--- src/rtl/quick_spi.sv ---
// SPI mode-0 master: shifts one byte out on mosi, MSB first, while capturing one byte from miso.
// The SCK period is 2^CLK_DIV system clocks, and sck is the MSB of the divider counter.
module quick_spi #(
  parameter int CLK_DIV = 2
) (
  input  logic       clk,
  input  logic       rst,
  input  logic       start,
  input  logic [7:0] data_in,
  input  logic       miso,
  output logic       mosi,
  output logic       sck,
  output logic [7:0] data_out,
  output logic       busy,
  output logic       new_data
);

  typedef enum logic {
    IDLE,
    TRANSFER
  } state_t;

  localparam logic [CLK_DIV-1:0] DIV_MAX  = '1;
  localparam logic [CLK_DIV-1:0] DIV_HALF = DIV_MAX >> 1;

  state_t             state_q, state_d;
  logic [7:0]         shift_q, shift_d;
  logic [CLK_DIV-1:0] div_q, div_d;
  logic [2:0]         bit_q, bit_d;
  logic               mosi_q, mosi_d;
  logic [7:0]         dout_q, dout_d;
  logic               nd_q, nd_d;

  always_ff @(posedge clk) begin
    if (rst) begin
      state_q <= IDLE;
      shift_q <= '0;
      div_q   <= '0;
      bit_q   <= '0;
      mosi_q  <= 1'b0;
      dout_q  <= '0;
      nd_q    <= 1'b0;
    end else begin
      state_q <= state_d;
      shift_q <= shift_d;
      div_q   <= div_d;
      bit_q   <= bit_d;
      mosi_q  <= mosi_d;
      dout_q  <= dout_d;
      nd_q    <= nd_d;
    end
  end

  always_comb begin
    state_d = state_q;
    shift_d = shift_q;
    div_d   = div_q;
    bit_d   = bit_q;
    mosi_d  = mosi_q;
    dout_d  = dout_q;
    nd_d    = 1'b0;
    unique case (state_q)
      IDLE: begin
        if (start) begin
          state_d = TRANSFER;
          shift_d = data_in;
          mosi_d  = data_in[7];
          div_d   = '0;
          bit_d   = '0;
        end
      end
      TRANSFER: begin
        div_d = div_q + 1'b1;
        // The sck rising edge samples miso, and the falling edge presents the next bit.
        if (div_q == DIV_HALF) begin
          shift_d = {shift_q[6:0], miso};
        end
        if (div_q == DIV_MAX) begin
          mosi_d = shift_q[7];
          bit_d  = bit_q + 3'd1;
          if (bit_q == 3'd7) begin
            state_d = IDLE;
            dout_d  = shift_q;
            nd_d    = 1'b1;
          end
        end
      end
      default: state_d = IDLE;
    endcase
  end

  assign busy     = (state_q == TRANSFER);
  assign sck      = busy & div_q[CLK_DIV-1];
  assign mosi     = mosi_q;
  assign data_out = dout_q;
  assign new_data = nd_q;

endmodule

--- config.mk ---
export PLATFORM = sky130hd
export DESIGN_NAME = quick_spi
export DESIGN_NICKNAME = d
export VERILOG_FILES = /design/src/rtl/quick_spi.sv
export SDC_FILE = /design/constraint.sdc
export NUM_CORES = 1
export LEC_CHECK = 0
export CAP_MARGIN = 20
export CORE_MARGIN = 2
export CORE_UTILIZATION = 43
export CTS_CLUSTER_SIZE = 12
export DETAILED_ROUTE_END_ITERATION = 8
export PLACE_DENSITY = 0.73
export SLEW_MARGIN = 20
export SYNTH_ARGS = -nofsm -noshare
export SYNTH_HDL_FRONTEND = slang
export SYNTH_SLANG_ARGS = --single-unit
--- constraint.sdc ---
create_clock -name clk -period 1.15 [get_ports clk]
set_input_delay 0.2875 -clock clk [delete_from_list [all_inputs] [get_ports clk]]
set_output_delay 0.2875 -clock clk [all_outputs]
set_load 0.02 [all_outputs]
# ---- Yosys cells after proc, flatten, opt, wreduce, memory -nomap -nowiden
# Index checks and enable logic that the tools add are counted.
dict set report word_totals {
  inputBits 12
  register_bits 24
  wordCells 38
}
dict set report classes {
  bitwise 3
  muxes 16
  reduce_logical 4
  addsub 2
  n_eq_ne 6
}
# op n
set ops {}
lappend ops {{$mux W8} 2}
lappend ops {{$pmux W8 S2} 1}
lappend ops {{$mux W1} 6}
lappend ops {{$mux W3} 2}
lappend ops {{$pmux W3 S2} 1}
lappend ops {{$ne A2 B1 Y1 const B} 2}
lappend ops {{$pmux W1 S2} 2}
lappend ops {{$pmux W2 S2} 1}
lappend ops {{$reduce_and A2 Y1} 2}
lappend ops {{$add A3 B1 Y3 const B} 1}
lappend ops {{$eq A3 B3 Y1 const B} 1}
lappend ops {{$reduce_and A3 Y1} 1}
lappend ops {{$reduce_or A3 Y1} 1}
lappend ops {{$add A2 B1 Y2 const B} 1}
lappend ops {{$eq A2 B1 Y1 const B} 1}
lappend ops {{$eq A2 B2 Y1 const B} 1}
lappend ops {{$mux W2} 1}
lappend ops {{$ne A2 B2 Y1 const B} 1}
lappend ops {{$not A1 Y1} 2}
lappend ops {{$and A1 B1 Y1} 1}

# ---- Logic depth before layout (Yosys ltp)
# Gate-level depths: netlist of the first run.
dict set report logic_depth {
  ltp_word 4
  ltp_mapped 6
  ltp_nobuf 5
}

# ---- Worst setup path after synthesis of the first run
# OpenSTA, ideal clock, no wires.
dict set report synth_path {
  path_kind {register to register}
  start {register state_q, in the netlist busy}
  end {register shift_q[0]}
  arrival_ps 1165
  stages_incl_launch_ff 6
  required_ps 1013
  synth_period_minus_slack_ps 1302
  path_slack_ps -152
  path_cell_list {dfxtp_1 -> buf_6 -> mux2_4 -> buf_6 -> nor2_1 -> a211oi_1}
}
dict set report synth_between {
  elab_chain_cells 3
  word_cells_on_any_way 5
  classes_between {eq/ne: 2; mux: 1; bitwise: 1; reduce/logical: 1}
}
# element line
set synth_rtl {}
lappend synth_rtl {{from (decl)} 26} ;# state_t state_q, state_d;
lappend synth_rtl {{from (signal assigned)} 44} ;# state_q <= state_d;
lappend synth_rtl {{$not A1 Y1} --}
lappend synth_rtl {{$ne A2 B2 Y1 (no source line)} --}
lappend synth_rtl {{$reduce_and A2 Y1 (no source line)} --}
lappend synth_rtl {{to (signal assigned)} 45} ;# shift_q <= shift_d;
lappend synth_rtl {{to (decl)} 27} ;# logic [7:0] shift_q, shift_d;
# Parallel ways exist; a longest one is shown, timed or not.
# A chain may end at the register's enable or synchronous reset.

# ---- Worst setup path in the final report of the first run
dict set report layout_path {
  start {register div_q[1]}
  end {register shift_q[6]}
}
dict set report layout_between {
  elab_chain_cells 3
}
# element line
set layout_rtl {}
lappend layout_rtl {{from (decl)} 28} ;# logic [CLK_DIV-1:0] div_q, div_d;
lappend layout_rtl {{from (signal assigned)} 46} ;# div_q <= div_d;
lappend layout_rtl {{$eq A2 B1 Y1} 75} ;# if (div_q == DIV_HALF) begin
lappend layout_rtl {{$ne A2 B1 Y1 (no source line)} --}
lappend layout_rtl {{$reduce_and A2 Y1 (no source line)} --}
# Every way passes these cells.

==> flow_summary_export.csv, run 1 <==
group,metric,value,unit
worst_setup_path,worstReg2RegStart,"div_q[1]$_SDFFE_PP0P_",
worst_setup_path,first_element_of_the_critical_path,"div_q[1]$_SDFFE_PP0P_",
grt,grtUsageTotal,18.5,%
run_status,violated_checks,"setup timing",
clock_tree,tritoncts,"done",
die,horizontal_extent_of_the_die,52.8,um
die,design.die.area,0.00279,mm2
routing,detail_route.wl_per_cell,14.9,um
placement,port_buffers,23,
die,initial_utilization,45.8,%
timing,fin_crit_sh,112,%
worst_setup_path,worst_setup_path_end_kind,"flop",
worst_setup_path,crit_required,1.39,ns
clock_tree,cts.hold.buffers_added,0,
worst_setup_path,worst-r2r-cell-count,6,
logic_synthesis,ys_ff_latch,24,
logic_synthesis,ys_dominant_reg_cell,"sky130_fd_sc_hd__dfxtp_1",
clock_tree,cts_root_buffer_type,"sky130_fd_sc_hd__clkbuf_4",
logic_synthesis,post_synth_inst_count,110,
timing,post_route_skew,0.00325,ns
run_status,status,"complete, but fails checks",
timing,timing_hold_violations_final,0,
worst_setup_path,critical_path.cell_chain,"buf_6, inv_4, ha_4, mux2_4, nor2_2, a211oi_2",
timing,finalMaxSlewViolations,0,
grt,antenna_violations_before_repair,0,
logic_synthesis,yosysUniqueCellTypes,22,
worst_setup_path,cell_at_the_slowest_stage_of_the_critical_path,"sky130_fd_sc_hd__dfxtp_2",
flow_run,drv_cap,0,
finish,nFillCells,154,
worst_setup_path,critPathCapture,"shift_q[6]$_SDFFE_PP0P_",
timing,finalSetupViolCount,18,
clock_tree,clock_sinks,24,
power_and_ir_drop,power_per_cell_area,1090,mW/mm2
hold_path,worst_min_path_class,"flop to flop",
grt,grt_start_max_net_pins,16,
die,io-pin-count,24,
logic_synthesis,share_of_synthesized_flip_flops_with_an_asynchronous_set_or_reset,0,%
logic_synthesis,synth-edff-count,0,
worst_setup_path,critical_path_arrival,1.53,ns
die,die-height,52.8,um
clock_tree,cts_buffers,3,
worst_setup_path,critical_path.max_fanout,8,
finish,most-common-layout-cells,"19 x sky130_fd_sc_hd__buf_4, 13 x sky130_fd_sc_hd__dfxtp_1, 12 x sky130_fd_sc_hd__nand2_1",
placement,gp_routability_congestion,0.740,
worst_setup_path,rrSetupSlack,-0.14,ns
clock_tree,cts.clk_slew.worst_paths,0.14,ns
timing,max-slew-margin-rel,85.5,%
clock_tree,cts_htree_levels,1,
timing,setup_slack,-0.136,ns
worst_setup_path,crit_path_start_kind,"flop",
power_and_ir_drop,totalPowerFinal,1780,uW
finish,final_core_utilization,73.2,%
routing,via_count,934,
routing,drc_violation_total_after_the_first_tritonroute_iteration,8,
grt,grt_pass1_vias,859,
die,num_rows,17,
routing,drtPass1Iterations,4,
worst_setup_path,reg2reg_to,"shift_q[6]$_SDFFE_PP0P_",
placement,cell_area_after_placement,0.00137,mm2
timing,whs,0.462,ns
routing,wl,2.62,mm
timing,fmaxAchievable,0.778,GHz
grt,grt_remaining_overflow,0,
logic_synthesis,yosysSeqAreaShare,46.9,%
die,floorplan.core_area,0.00223,mm2
logic_synthesis,synth.yosys.warnings,0,
placement,preCtsSetupSlack,-0.342,ns
logic_synthesis,post_synth_instance_area,0.00102,mm2
logic_synthesis,synthesis.nets,126,
routing,via_per_inst,5.31,
finish,diodes,0,
clock_tree,clockBufferDepth,2,
timing,max_slew.worst_pin.slew,0.211,ns
routing,drcViolationCount,0,
worst_setup_path,timing.setup.critical_path_class,"flop to flop",
timing,rsz0062_at_grt,"yes",
worst_setup_path,critical_path.max_stage_delay,0.37,ns
grt,grt_pass1_wl,3.78,mm
routing,ant_nets,0,
logic_synthesis,syn_area_per_cell,9.30,um2
clock_tree,clock_insertion_delay_worst_skew,0.34,ns
finish,area_growth_syn_to_layout,59.8,%
finish,final_nets,165,
timing,post-route-min-period,1.29,ns
finish,design_area,0.00164,mm2
finish,drive_above_1_share,59.5,%
placement,post-dp-hpwl,1.53,mm
power_and_ir_drop,vdd_ir_drop_max,0.000912,V
finish,most_common_library_cell_in_the_layout_ignoring_fill_and_taps,"sky130_fd_sc_hd__buf_4",
power_and_ir_drop,power.leakage,0.000619,uW
critical path, delay by kind of cell (launching register included):
kind                       cells  cell delay, ns
DFF                            1            0.37
muxes                          1            0.32
buffers and inverters          2            0.15
adders and majority gates      1            0.15
and+or+nand+nor                1            0.14
AOI/OAI and AO/OA              1            0.06
synthesized netlist by cell type, types with 2 or more instances:
library cell / instances / area (um2)
sky130_fd_sc_hd__buf_6: 2 / 22.5
sky130_fd_sc_hd__a211oi_2: 2 / 25.0
sky130_fd_sc_hd__ha_1: 4 / 50.1
sky130_fd_sc_hd__buf_2: 2 / 10.0
sky130_fd_sc_hd__dfxtp_1: 24 / 480
sky130_fd_sc_hd__nor2_1: 15 / 56.3
sky130_fd_sc_hd__mux2i_1: 10 / 100
sky130_fd_sc_hd__a32oi_1: 2 / 17.5
sky130_fd_sc_hd__a211oi_1: 7 / 52.6
sky130_fd_sc_hd__a21oi_1: 11 / 55.1
sky130_fd_sc_hd__clkbuf_1: 3 / 11.3
sky130_fd_sc_hd__inv_1: 2 / 7.51
sky130_fd_sc_hd__nand2_1: 17 / 63.8
registers in the layout, indices dropped and copies added, names as in the netlist:
signal,cells
bit_q,3
mosi,1
div_q,2
busy,1
data_out,8
shift_q,8
new_data,1
logic make-up after synthesis:
logic type	synth area share, %
and+or+nand+nor	14.5
AOI/OAI and AO/OA	16.6
DFF	46.9
muxes	11.2
buffers and inverters	5.75
adders and majority gates	4.89
stage by stage:
step                      setup TNS (ns)  cells
final                              -1.35    176
after global routing               -2.06    176
after CTS                          -1.06    173
after detailed placement           -5.22    168
after global placement             -4.63    168
after floorplan                   -0.575    110
worst min-delay path by stage:
stage | from | endpoint | slack (ns) | cells after the start
finish | data_out[1]$_SDFFE_PP0P_ | data_out[1]$_SDFFE_PP0P_ | 0.46 | 2
global route | data_out[1]$_SDFFE_PP0P_ | data_out[1]$_SDFFE_PP0P_ | 0.48 | 2
CTS | data_out[3]$_SDFFE_PP0P_ | data_out[3]$_SDFFE_PP0P_ | 0.46 | 2
detailed placement | data_out[3]$_SDFFE_PP0P_ | data_out[3]$_SDFFE_PP0P_ | 0.45 | 2
global placement | data_out[3]$_SDFFE_PP0P_ | data_out[3]$_SDFFE_PP0P_ | 0.45 | 2
floorplan | rst | busy$_SDFF_PP0_ | 0.35 | 1
metal layers:
| layer | GRT usage (%) | up-vias | share of wire [%] |
|---|---|---|---|
| met4 | 7.69 | 0 | 1.6 |
| met5 | 0 | - | 0 |
| met3 | 2.57 | 3 | 3.8 |
| li1 | - | 459 | - |
| met2 | 29.8 | 22 | 50 |
| met1 | 24.5 | 450 | 45 |
report_power, final:
| part | internal (uW) | switching, uW | total (uW) |
|---|---|---|---|
| sequential | 869 | 44.5 | 913 |
| clock | 267 | 287 | 554 |
| combinational | 160 | 151 | 311 |
repair_timing:
item | 4_1_cts | 5_1_grt
gates resized for setup | 81 | 39
buffers inserted | 1 | 2
pin swaps | 6 | 14
hold endpoints to repair | 0 | 0
cloned | 1 | 1
endpoints found under the setup margin | 34 | 32
layout make-up:
cell class / instances / area, um2 / share of cell area, %
multi-input combinational: 78 / 691 / 42.2
tap: 28 / 35.0 / 2.14
inverter: 2 / 12.5 / 0.765
sequential: 24 / 497 / 30.4
timing repair buffer: 40 / 353 / 21.6
clock buffer: 4 / 47.5 / 2.91
(Power assumes the default switching activity.)
==> run 2: changes to the inputs <==
Settings changed: ABC_AREA from default to 1, CORE_UTILIZATION 43 to 44.
==> flow_summary_export.csv, run 2 <==
group,metric,value,unit
run_status,status,"complete, but fails checks",
run_status,violated_checks,"setup timing",
logic_synthesis,main_combinational_cell_family_by_area_after_synthesis,"simple AND/OR/NAND/NOR gates",
grt,antenna_violations_before_repair,0,
placement,preCtsSetupSlack,-0.239,ns
routing,drc_violation_total_after_the_first_tritonroute_iteration,25,
clock_tree,tritoncts,"done",
finish,design_area,0.00165,mm2
die,num_rows,18,
grt,gr-usage-met1,26.2,%
finish,final_nets,219,
clock_tree,cts_buffers,3,
worst_setup_path,crit_path_start_kind,"flop",
timing,post_route_skew,0.00847,ns
grt,global_route.usage.met2,30.4,%
timing,fmaxAchievable,0.819,GHz
logic_synthesis,ys_ff_latch,24,
die,die-height,55.1,um
die,design.die.area,0.00303,mm2
routing,drtPass1Iterations,5,
grt,grt_pass1_vias,954,
die,initial_utilization,46.3,%
logic_synthesis,synth-edff-count,0,
finish,diodes,0,
timing,max_slew.worst_pin.slew,0.197,ns
logic_synthesis,syn_area_per_cell,6.87,um2
grt,grtUsageTotal,18.9,%
logic_synthesis,yosysUniqueCellTypes,17,
logic_synthesis,post_synthesis_share_of_cell_area_spent_on_xor_and_xnor_gates,0,%
timing,post-route-min-period,1.22,ns
worst_setup_path,critical_path_arrival,1.45,ns
timing,rsz0062_at_grt,"yes",
finish,area_growth_syn_to_layout,43.9,%
power_and_ir_drop,power.leakage,0.000788,uW
clock_tree,clock_sinks,24,
clock_tree,cts.clk_slew.worst_paths,0.14,ns
worst_setup_path,crit_required,1.38,ns
worst_setup_path,worstReg2RegStart,"busy$_SDFF_PP0_",
logic_synthesis,yosys.area.top_type_share,41.9,%
logic_synthesis,synth_common_cells,"52 x sky130_fd_sc_hd__nand2_1, 27 x sky130_fd_sc_hd__nand3_1, 24 x sky130_fd_sc_hd__dfxtp_1",
worst_setup_path,worst_setup_path_end_kind,"flop",
logic_synthesis,synth_adder_area_share,4.36,%
hold_path,worst_min_path_class,"flop to flop",
routing,drcViolationCount,0,
routing,ant_nets,0,
logic_synthesis,yosys.area.top_type,"sky130_fd_sc_hd__dfxtp_1",
power_and_ir_drop,vdd_ir_drop_max,0.000540,V
grt,groute.layer.met3.usage,3.23,%
timing,fin_setup_tns,-0.492,ns
clock_tree,clockBufferDepth,2,
timing,timing_hold_violations_final,0,
die,floorplan.core_area,0.00248,mm2
timing,finalSetupViolCount,15,
grt,grt_start_max_net_pins,19,
logic_synthesis,yosys.area_share.simple,40.5,%
logic_synthesis,synthesis.nets,183,
logic_synthesis,synth-compound-area-share,2.62,%
finish,most-common-layout-cells,"50 x sky130_fd_sc_hd__nand2_1, 19 x sky130_fd_sc_hd__nand3_1, 19 x sky130_fd_sc_hd__buf_4",
logic_synthesis,share_of_synthesized_flip_flops_with_an_asynchronous_set_or_reset,0,%
timing,setup_slack,-0.0715,ns
placement,gp_routability_congestion,0.831,
logic_synthesis,yosysSeqAreaShare,41.9,%
routing,via_count,1119,
logic_synthesis,synth.yosys.warnings,0,
routing,wl,2.55,mm
grt,grt_pass1_wl,4.13,mm
finish,drive_above_1_share,34.2,%
logic_synthesis,ys_dominant_reg_cell,"sky130_fd_sc_hd__dfxtp_1",
logic_synthesis,post_synth_instance_area,0.00115,mm2
die,io-pin-count,24,
flow_run,drv_cap,0,
routing,via_per_inst,4.82,
clock_tree,cts_htree_levels,1,
finish,most_common_library_cell_in_the_layout_ignoring_fill_and_taps,"sky130_fd_sc_hd__nand2_1",
logic_synthesis,post_synth_inst_count,167,
power_and_ir_drop,power_per_cell_area,1010,mW/mm2
grt,grt_remaining_overflow,0,
placement,port_buffers,23,
timing,max-slew-margin-rel,86.8,%
clock_tree,cts_post_setup_buffers_inserted,0,
timing,fin_crit_sh,106,%
worst_setup_path,critical_path.max_fanout,16,
clock_tree,cts_root_buffer_type,"sky130_fd_sc_hd__clkbuf_4",
placement,cell_area_after_placement,0.00149,mm2
placement,post-dp-hpwl,1.76,mm
logic_synthesis,synthMostInstantiatedCell,"sky130_fd_sc_hd__nand2_1",
logic_synthesis,mux_cell_area_share_after_synthesis,0,%
hold_path,timing.hold.worst.start,"data_out[1]$_SDFFE_PP0P_",
die,horizontal_extent_of_the_die,55.1,um
worst_setup_path,first_element_of_the_critical_path,"busy$_SDFF_PP0_",
grt,grt_busiest_layer,"met2",
clock_tree,clock_insertion_delay_worst_skew,0.31,ns
timing,finalMaxSlewViolations,0,
finish,nFillCells,209,
logic_synthesis,main_area_contributors_after_synthesis,"sky130_fd_sc_hd__dfxtp_1 42%, sky130_fd_sc_hd__nand2_1 17%, sky130_fd_sc_hd__nand3_1 12%, sky130_fd_sc_hd__nor2_1 7.2%, sky130_fd_sc_hd__inv_1 5.6%",
worst_setup_path,timing.setup.critical_path_class,"flop to flop",
routing,detail_route.wl_per_cell,11.0,um
[run 2: cell count changes after synthesis, moves of 3 or more]
cell                       before  now
sky130_fd_sc_hd__a21oi_1       11    4
sky130_fd_sc_hd__a211oi_1       7    0
sky130_fd_sc_hd__inv_1          2   17
sky130_fd_sc_hd__inv_2          0    3
sky130_fd_sc_hd__nand2_1       17   52
sky130_fd_sc_hd__nor2_1        15   22
sky130_fd_sc_hd__clkbuf_1       3    0
sky130_fd_sc_hd__nand3_1        1   27
sky130_fd_sc_hd__mux2i_1       10    0
[run 2: worst max-delay path, cell delays in order (launching register included)]
cell and delay, ns:
sky130_fd_sc_hd__dfxtp_4 0.40, sky130_fd_sc_hd__buf_12 0.14, sky130_fd_sc_hd__inv_2 0.05, sky130_fd_sc_hd__buf_4 0.13
sky130_fd_sc_hd__nand2_2 0.09, sky130_fd_sc_hd__nand2_4 0.12, sky130_fd_sc_hd__nor2_2 0.13, sky130_fd_sc_hd__nor2_1 0.07
[run 2: path summary, 6_finish.rpt]
kind,end,slack (ns),cells after the start
worst max-delay path,shift_q[7]$_SDFFE_PP0P_,-0.07,7
worst min-delay path,data_out[1]$_SDFFE_PP0P_,0.48,2
worst max register to register,shift_q[7]$_SDFFE_PP0P_,-0.07,7
worst min register to register,data_out[1]$_SDFFE_PP0P_,0.48,2
[run 2: layer usage]
layer	part of all wire, %	vias up
met5	0	-
met1	48	498
met3	4.0	4
met2	47	27
met4	1.1	0
li1	-	590
[run 2: layout make-up]
class,count,area (um2),share of cell area [%]
timing repair buffer,37,343,20.8
sequential,24,493,29.8
tap,30,37.5,2.27
multi-input combinational,117,664,40.2
clock buffer,4,36.3,2.20
inverter,20,77.6,4.70
[run 2: kinds of logic (layout without fill, tap and decap cells)]
group / count (synthesis) / count (layout)
buffers and inverters: 26 / 61
and+or+nand+nor: 107 / 107
adders and majority gates: 4 / 4
DFF: 24 / 24
AOI/OAI and AO/OA: 6 / 6
[run 2: through the flow]
stage | power, uW | hold slack (ns) | instances | util, %
finish | 1670 | 0.482 | 232 | 66.7
global route | 1750 | 0.496 | 232 | 66.7
CTS | 1630 | 0.479 | 232 | 63.4
detailed placement | 1180 | 0.459 | 228 | 60.0
global placement | 1180 | 0.454 | 228 | 60.0
floorplan | 1090 | 0.357 | 167 | -
[run 2: what timing repair did]
item | in CTS | in global routing
gates resized for setup | 75 | 29
hold buffers | 0 | 0
endpoints found under the setup margin | 35 | 34
pin swaps | 9 | 4
[run 2: report_power, final]
group | internal (uW) | switching [uW]
clock | 193 | 262
combinational | 142 | 166
sequential | 867 | 37.2
total | 1200 | 465
==> run 3: changes to the inputs <==
Settings changed: CTS_BUF_LIST from default to sky130_fd_sc_hd__clkbuf_4 sky130_fd_sc_hd__clkbuf_8 sky130_fd_sc_hd__clkbuf_16, CTS_CLUSTER_SIZE 12 to default.
==> results of run 3 <==
Final layout, timing and power as in run 2 (identical DEF).
==> RTL change 1 (settings of run 1) <==
Set the parameter `CLK_DIV` to 4 (it was 2). Comments in the files are not updated.
--- a/src/rtl/quick_spi.sv
+++ b/src/rtl/quick_spi.sv
@@ -3,3 +3,3 @@
 module quick_spi #(
-  parameter int CLK_DIV = 2
+  parameter int CLK_DIV = 4
 ) (
Behaviour: not the same (Yosys sat finds a counterexample within 4 cycles, from zero or initial values and one cycle with rst high).
==> RTL change 1 against run 1 <==
  * The run still ends with negative setup slack left
  * Power rose by 7.5%
  * Sequential cell count rose by 2
  * Die area rose by 10%
  * Count of clock-buffer cells in the layout fell by 1
  * Combinational power fell by 1%
  * Non-clock buffer count rose by 18
  * Critical path type unchanged
  * First-iteration DRC count rose to 3.9 times the old value
  * Wire length rose by 14%
  * Area after synthesis rose by 11%
  * Worst setup slack got worse by 0.045 ns
  * Clock skew barely moved
  * Design area rose by 15%
==> RTL change 1: results <==
{
  "worstHoldStart": "bit_q[1]",
  "path_max_fanout": 4,
  "r2r-end": "data_out[7]",
  "synth_fa_ha_area_share_pct": 3.300,
  "routed_via_density": 5.547,
  "yosysSeqAreaShare_pct": 45.76,
  "multi_input_area_sq_um": 716.9,
  "outcome": "finished, violations left",
  "peakVddDrop_v": 0.0007102,
  "buf_share_pct": 28.27,
  "whs_endpoint": "bit_q[1]",
  "avgSynthCellArea_sq_um": 10.63,
  "place.gp.congestion": 0.7346,
  "postCtsSetupRepairBufs": 6,
  "synthMuxAreaShare_pct": 7.041,
  "final_nets": 178,
  "critPathLaunch": "bit_q[1]",
  "grtUsageTotal_pct": 19.70,
  "wl_mm": 2.994,
  "p_leak_uw": 0.0007686,
  "synth-compound-area-share_pct": 21.89,
  "synthTopCellsByArea": "dfxtp_1 (46%), a211oi_2 (8.8%), mux2i_1 (7.0%)",
  "nNonClkBuffers": 58,
  "inv_count": 1,
  "ys_ff_latch": 26,
  "met2_length_mm": 1.520,
  "wl_met3_um": 132,
  "skew_ns": 0.003089,
  "grt_pass1_wl_mm": 4.850,
  "num_vias": 1065,
  "violations": "negative setup slack",
  "slowest_delay_ns": 0.39,
  "drtIter0Drc": 31,
  "setup_viol": 24,
  "final-clk-cell-share_pct": 2.800,
  "seqCellArea_sq_um": 535.5,
  "fin_ws_ns": -0.1810,
  "tightest_slew_ns": 0.3030
}
## RTL change 1: cell count changes in the layout (fill, tap and decap cells not counted), moves of 3 or more
cell     change
dfxtp_1      +3
a21oi_2      -3
nand2_1     -12
nor2_2       -7
nor3_1       +8
a22o_1       +8
buf_4       +17
nand2_2      -4
nor2_1       -4
nor2b_1      +3
## RTL change 1: metal layers
| layer | vias to the layer above | global-route usage [%] |
|---|---|---|
| met3 | 5 | 3.044 |
| met2 | 32 | 33.67 |
| li1 | 517 | - |
| met4 | 0 | 8.362 |
| met5 | - | 0 |
| met1 | 511 | 24.45 |
## RTL change 1: stage by stage
stage	instance area, sq um	worst slack [ns]	hold slack, ns
after global placement	1578	-0.4005	0.4565
final	1877	-0.1810	0.4985
after global routing	1877	-0.2398	0.5155
after detailed placement	1578	-0.4172	0.4650
after CTS	1743	-0.1648	0.5083
after floorplan	1169	-0.2440	0.4449
## RTL change 1: report_power, final
part / switching, uW / internal, uW
Combinational: 142 / 165
Clock: 288 / 353
Sequential: 29.8 / 933
==> RTL change 2 (settings of run 1) <==
Made on the original files. The output `new_data` loses its register stage (`nd_q` becomes a continuous assignment).
--- a/src/rtl/quick_spi.sv
+++ b/src/rtl/quick_spi.sv
@@ -41,3 +41,2 @@
       dout_q  <= '0;
-      nd_q    <= 1'b0;
     end else begin
@@ -49,5 +48,6 @@
       dout_q  <= dout_d;
-      nd_q    <= nd_d;
     end
   end
+
+  assign nd_q = nd_d;
 
Function: no difference found for any inputs over 10 cycles, from zero or initial values and one cycle with rst high; that may be too few to reach the edited logic, so the function may still have changed.
==> RTL change 2 against run 1 <==
  * Sequential cell count decreased by 1
  * Area after synthesis is 2.1% higher
  * Design area decreased by 5.6%
  * Worst setup slack lost 0.23 ns
  * Sequential power is 3.9% lower
  * Count of clock-buffer cells in the layout unchanged
  * Largest cell class unchanged
  * Highest routed layer unchanged
  * The flow still finishes with violations (negative setup slack)
  * Die area is 1.9% higher
  * Power shrank 12%
  * Wire length fell by 6.3%
==> RTL change 2: results <==
{
  "outcome": "finished, violations left",
  "violations": "negative setup slack",
  "clk_path_buf_depth": 2,
  "netlist_instances": 107,
  "ctsRootBufferMaster": "clkbuf_4",
  "grtUsageTotal_pct": 19.66,
  "slowest_delay_ns": 0.36,
  "numPortBuffers": 23,
  "fin_cells": 172,
  "ys_warn_count": 0,
  "final_nets": 161,
  "cp.arrival_ns": 1.22,
  "dpl-instance-area_sq_mm": 0.001431,
  "timing.hold.ws_ns": 0.4624,
  "yosysSeqAreaShare_pct": 44.07,
  "max_cap_violations": 0,
  "synthArstFlopShare_pct": 0,
  "synth_nets": 123,
  "grt_pass1_wl_mm": 3.953,
  "synth_cell_types": 22,
  "drt_first_pass_iters": 4,
  "skew_ns": 0.002611,
  "dpl.hpwl_mm": 1.631,
  "r2r_slack_ns": -0.14,
  "num_vias": 889,
  "place.gp.congestion": 0.6869,
  "p_leak_uw": 0.0005975,
  "tightest_slew_ns": 0.2406,
  "layout-drive-gt1-share_pct": 47.22,
  "htreeDepth": 1,
  "antenna_found_initial": 0,
  "hp-class": "reg2reg",
  "clock_latency_ns": 0.31,
  "grt_pass1_vias": 900,
  "synth_common_cells": "dfxtp_1 (23), nand2_1 (17), nor2_1 (14), mux2i_1 (10)",
  "peakVddDrop_v": 0.001022,
  "tns_ns": -2.013,
  "grt_max_degree": 13,
  "fin_ws_ns": -0.3619,
  "synthTopCellsByArea": "dfxtp_1 (44%), a211oi_2 (11%), mux2i_1 (9.6%)",
  "cts_made_buffers": 3,
  "setup_viol": 22,
  "path_max_fanout": 2,
  "antenna_cells": 0,
  "drtIter0Drc": 14,
  "wl_mm": 2.453,
  "pre_cts_ws_ns": -0.4954,
  "cts.clk_slew.worst_paths_ns": 0.12,
  "drc": 0
}
RTL change 2: power breakdown:
group | total (uW) | switching [uW] | internal, uW
clock | 373 | 238 | 135
sequential | 877 | 44.2 | 833
combinational | 322 | 148 | 174
total | 1570 | 430 | 1140
RTL change 2: critical path: cells and delay by family (launching register included):
kind                       cells  cell delay, ns
and+or+nand+nor                1            0.07
buffers and inverters          2            0.17
adders and majority gates      2            0.31
DFF                            1            0.36
RTL change 2: path summary, 6_finish.rpt:
check	cells after the start	start	end
max	5	bit_q[1]	new_data
min	2	data_out[2]	data_out[2]
max reg2reg	5	div_q[1]	shift_q[5]
min reg2reg	2	data_out[2]	data_out[2]
RTL change 2: per-layer routing:
layer | track usage (%) | share of wire, %
met5 | 0 | 0
met4 | 5.556 | 0.94
met3 | 5.932 | 4.4
met2 | 34.57 | 52
met1 | 22.66 | 43
RTL change 2: kinds of logic (layout without fill, tap and decap cells):
| kind of cell | count (synthesis) | in the layout | share of synthesized area (%) |
|---|---|---|---|
| adder cells (fa/ha/maj) | 4 | 4 | 4.791 |
| AO/OA/AOI/OAI | 22 | 22 | 18.44 |
| flip-flops | 23 | 23 | 44.07 |
| AND/OR/NAND/NOR | 36 | 36 | 14.25 |
| buffers and inverters | 10 | 46 | 5.986 |
| multiplexers | 12 | 13 | 12.46 |
RTL change 2: repair_timing:
item	4_1_cts	5_1_grt
pin swaps	2	4
cloned	1	0
buffers inserted	2	2
gates resized for setup	70	13
endpoints found under the setup margin	31	30
RTL change 2: cell type report:
type                    instances  area (sq um)
repair buffers                 39         341.6
inverters                       3         18.77
well taps                      28         35.03
clock buffers                   4         26.28
fillers                       199         710.7
flip-flops and latches         23         471.7
multi-input cells              75         650.6
